--- src/rtl/dmem_arb_pkg.sv ---
// Shared definitions for the data-memory arbiter: owner encoding and FSM state type.
package dmem_arb_pkg;

    localparam logic [1:0] OWNER_NONE   = 2'd0;
    localparam logic [1:0] OWNER_CORE   = 2'd1;
    localparam logic [1:0] OWNER_LOADER = 2'd2;

    // The state records who owned the memory port in the previous cycle.
    typedef enum logic [1:0] {
        IDLE   = OWNER_NONE,
        CORE   = OWNER_CORE,
        LOADER = OWNER_LOADER
    } arb_state_t;

endpackage

--- src/rtl/dmem_arbiter_if.sv ---
// Bus bundle between the core, the loader, the arbiter and the SRAM macro.
// slave: the arbiter's view; master: the requesters'/memory's view.
interface dmem_arbiter_if #(parameter int ADDR_WIDTH = 13);
    logic                  c_req_i;
    logic                  c_web_i;
    logic [ADDR_WIDTH-1:0] c_addr_i;
    logic [31:0]           c_wdata_i;
    logic [3:0]            c_wmask_i;
    logic                  c_gnt_o;
    logic [31:0]           c_rdata_o;
    logic                  c_rvalid_o;

    logic                  l_req_i;
    logic                  l_web_i;
    logic [ADDR_WIDTH-1:0] l_addr_i;
    logic [31:0]           l_wdata_i;
    logic [3:0]            l_wmask_i;
    logic                  l_lock_i;
    logic                  l_gnt_o;
    logic [31:0]           l_rdata_o;
    logic                  l_rvalid_o;

    logic                  mem_csb_o;
    logic                  mem_web_o;
    logic [3:0]            mem_wmask_o;
    logic [ADDR_WIDTH-1:0] mem_addr_o;
    logic [31:0]           mem_din_o;
    logic [31:0]           mem_dout_i;

    modport slave (
        input  c_req_i, c_web_i, c_addr_i, c_wdata_i, c_wmask_i,
        input  l_req_i, l_web_i, l_addr_i, l_wdata_i, l_wmask_i, l_lock_i,
        input  mem_dout_i,
        output c_gnt_o, c_rdata_o, c_rvalid_o,
        output l_gnt_o, l_rdata_o, l_rvalid_o,
        output mem_csb_o, mem_web_o, mem_wmask_o, mem_addr_o, mem_din_o
    );

    modport master (
        output c_req_i, c_web_i, c_addr_i, c_wdata_i, c_wmask_i,
        output l_req_i, l_web_i, l_addr_i, l_wdata_i, l_wmask_i, l_lock_i,
        output mem_dout_i,
        input  c_gnt_o, c_rdata_o, c_rvalid_o,
        input  l_gnt_o, l_rdata_o, l_rvalid_o,
        input  mem_csb_o, mem_web_o, mem_wmask_o, mem_addr_o, mem_din_o
    );
endinterface

--- src/rtl/dmem_arb_starve_cnt.sv ---
// Counts consecutive cycles the loader has waited; saturates at LIMIT.
module dmem_arb_starve_cnt #(
    parameter int LIMIT = 8
) (
    input  logic clk_i,
    input  logic reset,
    input  logic waiting,   // "wait" is a reserved word
    input  logic clear,
    output logic at_limit
);
    localparam int W = $clog2(LIMIT + 1);
    localparam logic [W-1:0] LIM = W'(LIMIT);

    logic [W-1:0] cnt;

    // Saturating wait counter; clear wins over increment.
    always_ff @(posedge clk_i or negedge reset) begin
        if (!reset) begin
            cnt <= '0;
        end else if (clear) begin
            cnt <= '0;
        end else if (waiting && (cnt != LIM)) begin
            cnt <= cnt + 1'b1;
        end
    end

    assign at_limit = (cnt == LIM);
endmodule

--- src/rtl/dmem_arbiter.sv ---
// Two-requester arbiter (core, loader) for a single-port data SRAM.
// Optional loader anti-starvation counter enabled by macro DMEM_ARB_STARVE_EN;
// without it the core has strict priority except while the loader holds a lock.
//
// state  | meaning
// IDLE   | no access granted last cycle
// CORE   | core owned the port last cycle
// LOADER | loader owned the port last cycle (lock may extend ownership)
module dmem_arbiter
    import dmem_arb_pkg::*;
#(
    parameter int ADDR_WIDTH   = 13,
    parameter int STARVE_LIMIT = 8
) (
    input  logic           clk_i,
    input  logic           reset,
    dmem_arbiter_if.slave  bus
);
    if (STARVE_LIMIT < 1) begin : g_bad_limit
        $error("STARVE_LIMIT must be at least 1");
    end

    arb_state_t            state;
    logic                  c_gnt;
    logic                  l_gnt;
    logic                  lock_hold;
    logic                  starved;
    logic                  l_first;
    logic                  c_rvalid;
    logic                  l_rvalid;
    logic                  mem_csb;
    logic                  mem_web;
    logic [3:0]            mem_wmask;
    logic [ADDR_WIDTH-1:0] mem_addr;
    logic [31:0]           mem_din;

`ifdef DMEM_ARB_STARVE_EN
    dmem_arb_starve_cnt #(.LIMIT(STARVE_LIMIT)) u_starve_cnt (
        .clk_i    (clk_i),
        .reset    (reset),
        .waiting  (bus.l_req_i && !l_gnt),
        .clear    (l_gnt || !bus.l_req_i),
        .at_limit (starved)
    );
`else
    assign starved = 1'b0;
`endif

    // Grant decision; reset gating keeps the memory idle while reset is held.
    always_comb begin
        lock_hold = (state == LOADER) && bus.l_lock_i && bus.l_req_i;
        l_first   = lock_hold || (starved && bus.l_req_i);
        c_gnt     = reset && !l_first && bus.c_req_i;
        l_gnt     = reset && bus.l_req_i && (l_first || !bus.c_req_i);
    end

    // Steer the granted requester onto the memory pins, idle values otherwise.
    always_comb begin
        mem_csb   = 1'b1;
        mem_web   = 1'b1;
        mem_wmask = 4'h0;
        mem_addr  = '0;
        mem_din   = 32'h0;
        if (c_gnt) begin
            mem_csb   = 1'b0;
            mem_web   = bus.c_web_i;
            mem_wmask = bus.c_wmask_i;
            mem_addr  = bus.c_addr_i;
            mem_din   = bus.c_wdata_i;
        end else if (l_gnt) begin
            mem_csb   = 1'b0;
            mem_web   = bus.l_web_i;
            mem_wmask = bus.l_wmask_i;
            mem_addr  = bus.l_addr_i;
            mem_din   = bus.l_wdata_i;
        end
    end

    // Owner FSM plus read-valid pulses one cycle after a granted read.
    always_ff @(posedge clk_i or negedge reset) begin
        if (!reset) begin
            state    <= IDLE;
            c_rvalid <= 1'b0;
            l_rvalid <= 1'b0;
        end else begin
            if (c_gnt) begin
                state <= CORE;
            end else if (l_gnt) begin
                state <= LOADER;
            end else begin
                state <= IDLE;
            end
            c_rvalid <= c_gnt && bus.c_web_i;
            l_rvalid <= l_gnt && bus.l_web_i;
        end
    end

    assign bus.c_gnt_o     = c_gnt;
    assign bus.l_gnt_o     = l_gnt;
    assign bus.c_rvalid_o  = c_rvalid;
    assign bus.l_rvalid_o  = l_rvalid;
    assign bus.c_rdata_o   = bus.mem_dout_i;
    assign bus.l_rdata_o   = bus.mem_dout_i;
    assign bus.mem_csb_o   = mem_csb;
    assign bus.mem_web_o   = mem_web;
    assign bus.mem_wmask_o = mem_wmask;
    assign bus.mem_addr_o  = mem_addr;
    assign bus.mem_din_o   = mem_din;
endmodule

--- src/flat_wrapper.sv ---
// flat-port wrapper written by rule: the top's interface ports become plain ports
module dmem_arbiter_flat import dmem_arb_pkg::*;
#(
    parameter int ADDR_WIDTH   = 13,
    parameter int STARVE_LIMIT = 8
)
  (clk_i, reset, bus_c_req_i, bus_c_web_i, bus_c_addr_i, bus_c_wdata_i, bus_c_wmask_i, bus_l_req_i, bus_l_web_i, bus_l_addr_i, bus_l_wdata_i, bus_l_wmask_i, bus_l_lock_i, bus_mem_dout_i, bus_c_gnt_o, bus_c_rdata_o, bus_c_rvalid_o, bus_l_gnt_o, bus_l_rdata_o, bus_l_rvalid_o, bus_mem_csb_o, bus_mem_web_o, bus_mem_wmask_o, bus_mem_addr_o, bus_mem_din_o);
  dmem_arbiter_if #(.ADDR_WIDTH(ADDR_WIDTH)) bus_i ();
  input  logic clk_i;
  input  logic reset;
  input wire logic [$bits(bus_i.c_req_i)-1:0] bus_c_req_i;
  input wire logic [$bits(bus_i.c_web_i)-1:0] bus_c_web_i;
  input wire logic [$bits(bus_i.c_addr_i)-1:0] bus_c_addr_i;
  input wire logic [$bits(bus_i.c_wdata_i)-1:0] bus_c_wdata_i;
  input wire logic [$bits(bus_i.c_wmask_i)-1:0] bus_c_wmask_i;
  input wire logic [$bits(bus_i.l_req_i)-1:0] bus_l_req_i;
  input wire logic [$bits(bus_i.l_web_i)-1:0] bus_l_web_i;
  input wire logic [$bits(bus_i.l_addr_i)-1:0] bus_l_addr_i;
  input wire logic [$bits(bus_i.l_wdata_i)-1:0] bus_l_wdata_i;
  input wire logic [$bits(bus_i.l_wmask_i)-1:0] bus_l_wmask_i;
  input wire logic [$bits(bus_i.l_lock_i)-1:0] bus_l_lock_i;
  input wire logic [$bits(bus_i.mem_dout_i)-1:0] bus_mem_dout_i;
  output wire logic [$bits(bus_i.c_gnt_o)-1:0] bus_c_gnt_o;
  output wire logic [$bits(bus_i.c_rdata_o)-1:0] bus_c_rdata_o;
  output wire logic [$bits(bus_i.c_rvalid_o)-1:0] bus_c_rvalid_o;
  output wire logic [$bits(bus_i.l_gnt_o)-1:0] bus_l_gnt_o;
  output wire logic [$bits(bus_i.l_rdata_o)-1:0] bus_l_rdata_o;
  output wire logic [$bits(bus_i.l_rvalid_o)-1:0] bus_l_rvalid_o;
  output wire logic [$bits(bus_i.mem_csb_o)-1:0] bus_mem_csb_o;
  output wire logic [$bits(bus_i.mem_web_o)-1:0] bus_mem_web_o;
  output wire logic [$bits(bus_i.mem_wmask_o)-1:0] bus_mem_wmask_o;
  output wire logic [$bits(bus_i.mem_addr_o)-1:0] bus_mem_addr_o;
  output wire logic [$bits(bus_i.mem_din_o)-1:0] bus_mem_din_o;
  assign bus_i.c_req_i = bus_c_req_i;
  assign bus_i.c_web_i = bus_c_web_i;
  assign bus_i.c_addr_i = bus_c_addr_i;
  assign bus_i.c_wdata_i = bus_c_wdata_i;
  assign bus_i.c_wmask_i = bus_c_wmask_i;
  assign bus_i.l_req_i = bus_l_req_i;
  assign bus_i.l_web_i = bus_l_web_i;
  assign bus_i.l_addr_i = bus_l_addr_i;
  assign bus_i.l_wdata_i = bus_l_wdata_i;
  assign bus_i.l_wmask_i = bus_l_wmask_i;
  assign bus_i.l_lock_i = bus_l_lock_i;
  assign bus_i.mem_dout_i = bus_mem_dout_i;
  assign bus_c_gnt_o = bus_i.c_gnt_o;
  assign bus_c_rdata_o = bus_i.c_rdata_o;
  assign bus_c_rvalid_o = bus_i.c_rvalid_o;
  assign bus_l_gnt_o = bus_i.l_gnt_o;
  assign bus_l_rdata_o = bus_i.l_rdata_o;
  assign bus_l_rvalid_o = bus_i.l_rvalid_o;
  assign bus_mem_csb_o = bus_i.mem_csb_o;
  assign bus_mem_web_o = bus_i.mem_web_o;
  assign bus_mem_wmask_o = bus_i.mem_wmask_o;
  assign bus_mem_addr_o = bus_i.mem_addr_o;
  assign bus_mem_din_o = bus_i.mem_din_o;
  dmem_arbiter #(.ADDR_WIDTH(ADDR_WIDTH), .STARVE_LIMIT(STARVE_LIMIT)) u_core (.clk_i(clk_i), .reset(reset), .bus(bus_i));
endmodule
--- config.mk ---
export PLATFORM = sky130hd
export DESIGN_NAME = dmem_arbiter_flat
export DESIGN_NICKNAME = d
export VERILOG_FILES = /design/src/rtl/dmem_arb_pkg.sv /design/src/rtl/dmem_arbiter_if.sv /design/src/rtl/dmem_arb_starve_cnt.sv /design/src/rtl/dmem_arbiter.sv /design/src/flat_wrapper.sv
export SDC_FILE = /design/constraint.sdc
export NUM_CORES = 1
export LEC_CHECK = 0
export BUFFER_PORTS_ARGS = -buffer_cell sky130_fd_sc_hd__buf_2
export CAP_MARGIN = 5
export CORE_AREA = 2 2 98 100
export CTS_BUF_LIST = sky130_fd_sc_hd__clkbuf_8
export DETAILED_ROUTE_END_ITERATION = 10
export DIE_AREA = 0 0 100 102
export GPL_TIMING_DRIVEN = 0
export SLEW_MARGIN = 20
export SYNTH_ARGS = -nofsm -noshare
export SYNTH_HDL_FRONTEND = slang
export SYNTH_HIERARCHICAL = 1
export SYNTH_SLANG_ARGS = --single-unit
--- constraint.sdc ---
create_clock -name clk_i -period 3.33 [get_ports clk_i]
set_input_delay 0.1665 -clock clk_i [delete_from_list [all_inputs] [get_ports clk_i]]
set_output_delay 0.1665 -clock clk_i [all_outputs]
set_load 0.02 [all_outputs]
==> Word-level counts from Yosys, hierarchy flattened <==
Index checks and enable logic that the tools add are counted.
{ "totals": {"reg_bits": 4, "input_bits": 137, "elab_cells": 27} }
{ "classes": {"eq_ne": 1, "mux": 12, "n_reduce_logical": 11} }
{ "op_table": {"columns": ["operator", "count"], "rows": [
  ["two-way mux 32 bit", 2],
  ["two-way mux 13 bit", 2],
  ["logical AND 1 bit", 8],
  ["two-way mux 4 bit", 2],
  ["two-way mux 1 bit", 4],
  ["two-way mux 2 bit", 2],
  ["equality test 2 bit, second input constant", 1],
  ["zero test 1 bit", 2],
  ["logical OR 1 bit", 1]
]} }

==> Longest topological paths before layout <==
{ "depth": {"ltp_word": 7, "ltp_mapped": 5} }

==> Worst setup path after synthesis <==
Ideal clock, no wire load.
{ "synth_path": {"path_kind": "reg-to-output", "startpoint": "register u_core.state[0]", "endpoint": "output bus_mem_web_o", "arrival_ns": 1.358, "setup_slack_ns": 1.806, "stages_incl_launch_ff": 6, "n_path_buf": 2, "cell_sequence": "dfrtp_1 -> nand3b_4 -> o211a_1 -> buf_6 -> buf_6 -> mux2i_1"} }
{ "synth_via": {"elab_chain_len": 7, "word_cells_on_any_way": 10} }
{ "synth_lines": {"columns": ["item", "line_no", "text"], "rows": [
  ["from (decl)", "dmem_arbiter.sv:23", "arb_state_t state;"],
  ["from (signal assigned)", "dmem_arbiter.sv:82", "state <= IDLE;"],
  ["from (signal assigned)", "dmem_arbiter.sv:87", "state <= CORE;"],
  ["from (signal assigned)", "dmem_arbiter.sv:89", "state <= LOADER;"],
  ["equality test 2 bit", "dmem_arbiter.sv:51", "lock_hold = (state == LOADER) && bus.l_lock_i && bus.l_req_i;"],
  ["logical AND 1 bit (2 in series)", "dmem_arbiter.sv:51", null],
  ["zero test 1 bit", "dmem_arbiter.sv:53", "c_gnt = reset && !l_first && bus.c_req_i;"],
  ["logical AND 1 bit (2 in series)", "dmem_arbiter.sv:53", null],
  ["via bus_c_gnt_o", "flat_wrapper.sv:23", "output wire logic [$bits(bus_i.c_gnt_o)-1:0] bus_c_gnt_o;"],
  ["two-way mux 1 bit", "dmem_arbiter.sv:64", "if (c_gnt) begin"],
  ["to (decl)", "flat_wrapper.sv:30", "output wire logic [$bits(bus_i.mem_web_o)-1:0] bus_mem_web_o;"]
]} }
The timed path passes the listed nets, and every way through them passes these cells.

==> Final worst setup path <==
{ "layout_path": {"startpoint": "input reset", "endpoint": "output bus_mem_wmask_o[2]"} }
{ "layout_via": {"elab_chain_len": 4, "word_cells_on_any_way": 6} }
{ "layout_lines": {"columns": ["item", "line_no", "text"], "rows": [
  ["from (decl)", "flat_wrapper.sv:10", "input logic reset;"],
  ["logical AND 1 bit (2 in series)", "dmem_arbiter.sv:54", "l_gnt = reset && bus.l_req_i && (l_first || !bus.c_req_i);"],
  ["two-way mux 4 bit", "dmem_arbiter.sv:70", "end else if (l_gnt) begin"],
  ["two-way mux 4 bit *", "dmem_arbiter.sv:64", null],
  ["to (decl)", "flat_wrapper.sv:31", "output wire logic [$bits(bus_i.mem_wmask_o)-1:0] bus_mem_wmask_o;"]
]} }
Mark *: on every way between the ends. The rest lies on a longest branch, timed or not.

==> flow_metrics.py <==
metrics = {
    "run_status": {
        "outcome": "finished clean",
    },
    "sta": {
        "setup-violations-final": 0,
        "rsz0062_at_grt": "no",
        "finalHoldViolCount": 0,
        "finalSetupTns_ns": 0,
        "clock_skew_ns": 0.00102,
        "fin_crit_sh_pct": 62.5,
        "worst_slack_ns": 1.25,
        "fin_crit_ns": 2.08,
        "slew_headroom_pct": 77.0,
        "worst_slew_pin_slew_ns": 0.345,
        "final_max_slew_viol_count": 0,
        "fmax_mhz": 481,
    },
    "die": {
        "die_h_microns": 102,
        "start_util_pct": 13.0,
        "die_area_sq_um": 10200,
        "core_sq_um": 9110,
        "die_w_microns": 100,
        "core.rowCount": 35,
        "ioPinCount": 256,
    },
    "cells_and_area": {
        "diodes": 0,
        "nFillCells": 1004,
        "post-route-util_pct": 27.4,
        "drive_above_1_share_pct": 82.6,
        "syn_to_final_growth_pct": 110,
        "layout.nets": 506,
    },
    "synthesis": {
        "yosysSeqAreaShare_pct": 8.42,
        "synth.avg_cell_area_sq_um": 8.49,
        "ys_ff_latch": 4,
        "yosysUniqueCellTypes": 15,
        "synthCells": 140,
        "syn_area_sq_um": 1190,
        "yosysWarnings": 6,
        "syn_nets": 277,
    },
    "hold_path": {
        "hold_class": "input port to flip-flop",
        "holdPathStages": 2,
    },
    "clock_tree": {
        "clk_path_buf_depth": 2,
        "cts_tree": "built",
        "postCtsHoldBufs": 1,
        "path_clk_slew_ns": 0.03,
        "numCtsBuffers": 3,
        "postCtsSetupBuffers": 0,
        "clkLatencyLatePin_ns": 0.22,
        "cts_num_sinks": 4,
        "cts_root_buf": "clkbuf_8",
        "cts_resized": 0,
        "htree_levels": 1,
    },
    "job": {
        "maxCapViolations": 0,
    },
    "global_route": {
        "grt_max_degree": 12,
        "antenna_found_initial": 0,
        "track_usage_pct": 7.82,
        "grt_pass1_wl_microns": 6560,
        "grt_overflow": 0,
        "grt_pass1_vias": 1552,
    },
    "detailed_routing": {
        "wirelength_microns": 5150,
        "detail-route-antenna-nets": 0,
        "routedWlPerCell_microns": 10.8,
        "drc": 0,
        "vias_per_cell": 3.86,
        "drt_iter0_drc": 19,
        "vias": 1847,
        "dr.pass1.iters": 4,
    },
    "critical_path": {
        "endpoint_kind": "output pin",
        "start_kind": "input port",
        "path_max_fanout": 10,
        "crit_required_ns": 3.16,
        "rr_worst_depth": 4,
        "timing_worst_setup_path_type": "input port to output pin",
        "arrival_ns": 1.91,
    },
    "place": {
        "post-dp-hpwl_microns": 4630,
        "post-place-ws_ns": 1.59,
        "gp_congestion": 0.686,
        "port_buffers": 223,
    },
    "power": {
        "p_leak_nw": 1.61,
        "finalPower_mw": 0.526,
        "ir_drop_uv": 138,
        "power.density_nw_per_um2": 211,
    },
}
path summary, 6_finish.rpt:
check                                 from                     to  slack (ns)
min                            bus_c_web_i  u_core/bus.c_rvalid_o        0.17
max reg2reg                u_core/state[0]  u_core/bus.l_rvalid_o        2.00
max                                  reset     bus_mem_wmask_o[2]        1.25
min reg2reg                u_core/state[0]        u_core/state[1]        0.56
min in group asynchronous            reset        u_core/state[0]        0.31
max in group asynchronous            reset        u_core/state[1]        2.88
synthesized netlist by cell type:
cell type	instances	area [sq um]
a21oi_1	1	5.00
a21oi_2	1	8.76
a22o_1	49	429
and2_1	2	12.5
buf_2	5	25.0
buf_4	64	480
buf_6	6	67.6
dfrtp_1	4	100
inv_1	2	7.51
mux2i_1	1	10.0
nand2_1	1	3.75
nand3b_4	1	20.0
nor2_1	1	3.75
o211a_1	1	10.0
o21ai_0	1	5.00
through the flow:
step / area, sq um / hold WS [ns] / cells
2_1_floorplan: 1190 / -0.129 / 140
3_3_place_gp: 2440 / -0.00910 / 474
3_5_place_dp: 2440 / -0.00516 / 474
4_1_cts: 2490 / 0.169 / 478
5_1_grt: 2490 / 0.195 / 478
6_report: 2490 / 0.171 / 478
cell type report:
class	instances	area [sq um]	share of cell area, %
Buffer	75	573	23.0
Clock buffer	3	41.3	1.65
Inverter	2	7.51	0.301
Multi-Input combinational cell	59	508	20.4
Sequential cell	4	100	4.01
Tap cell	111	139	5.57
Timing Repair Buffer	224	1130	45.1
cell usage in the layout (no fill, tap or decap), types with 2 or more instances in the layout:
cell,count
and2_1,2
buf_6,6
a22o_1,49
dfrtp_1,4
inv_1,2
buf_2,228
clkbuf_8,3
buf_4,64
state kept, by name, indices dropped and copies added, names as in the netlist:
signal	cells
u_core/bus.c_rvalid_o	1
u_core/state	2
u_core/bus.l_rvalid_o	1
power by group:
| group | switching [mW] | total, mW | internal, mW |
|---|---|---|---|
| clock | 0.0251 | 0.102 | 0.0771 |
| sequential | 0.000817 | 0.0517 | 0.0509 |
| combinational | 0.189 | 0.372 | 0.183 |
| total | 0.215 | 0.526 | 0.311 |
kinds of logic after synthesis:
kind of cell	share of synthesized area (%)
simple gates	3.37
buf+inv	48.8
compound gates	38.5
mux	0.842
flops	8.42
routing by layer:
layer	GRT usage, %	part of all wire (%)	vias up
met1	8.54	35	808
li1	-	-	904
met3	1.78	13	2
met2	15.5	52	133
met5	0	0	-
met4	1.37	0.29	0
critical path, cell delays in order:
cell	delay (ns)
dlygate4sd3_1	0.52
buf_2	0.18
nand2_1	0.12
a21oi_2	0.30
buf_2	0.30
a22o_1	0.16
buf_2	0.16
Note: power is estimated with default switching activity, not from simulation.
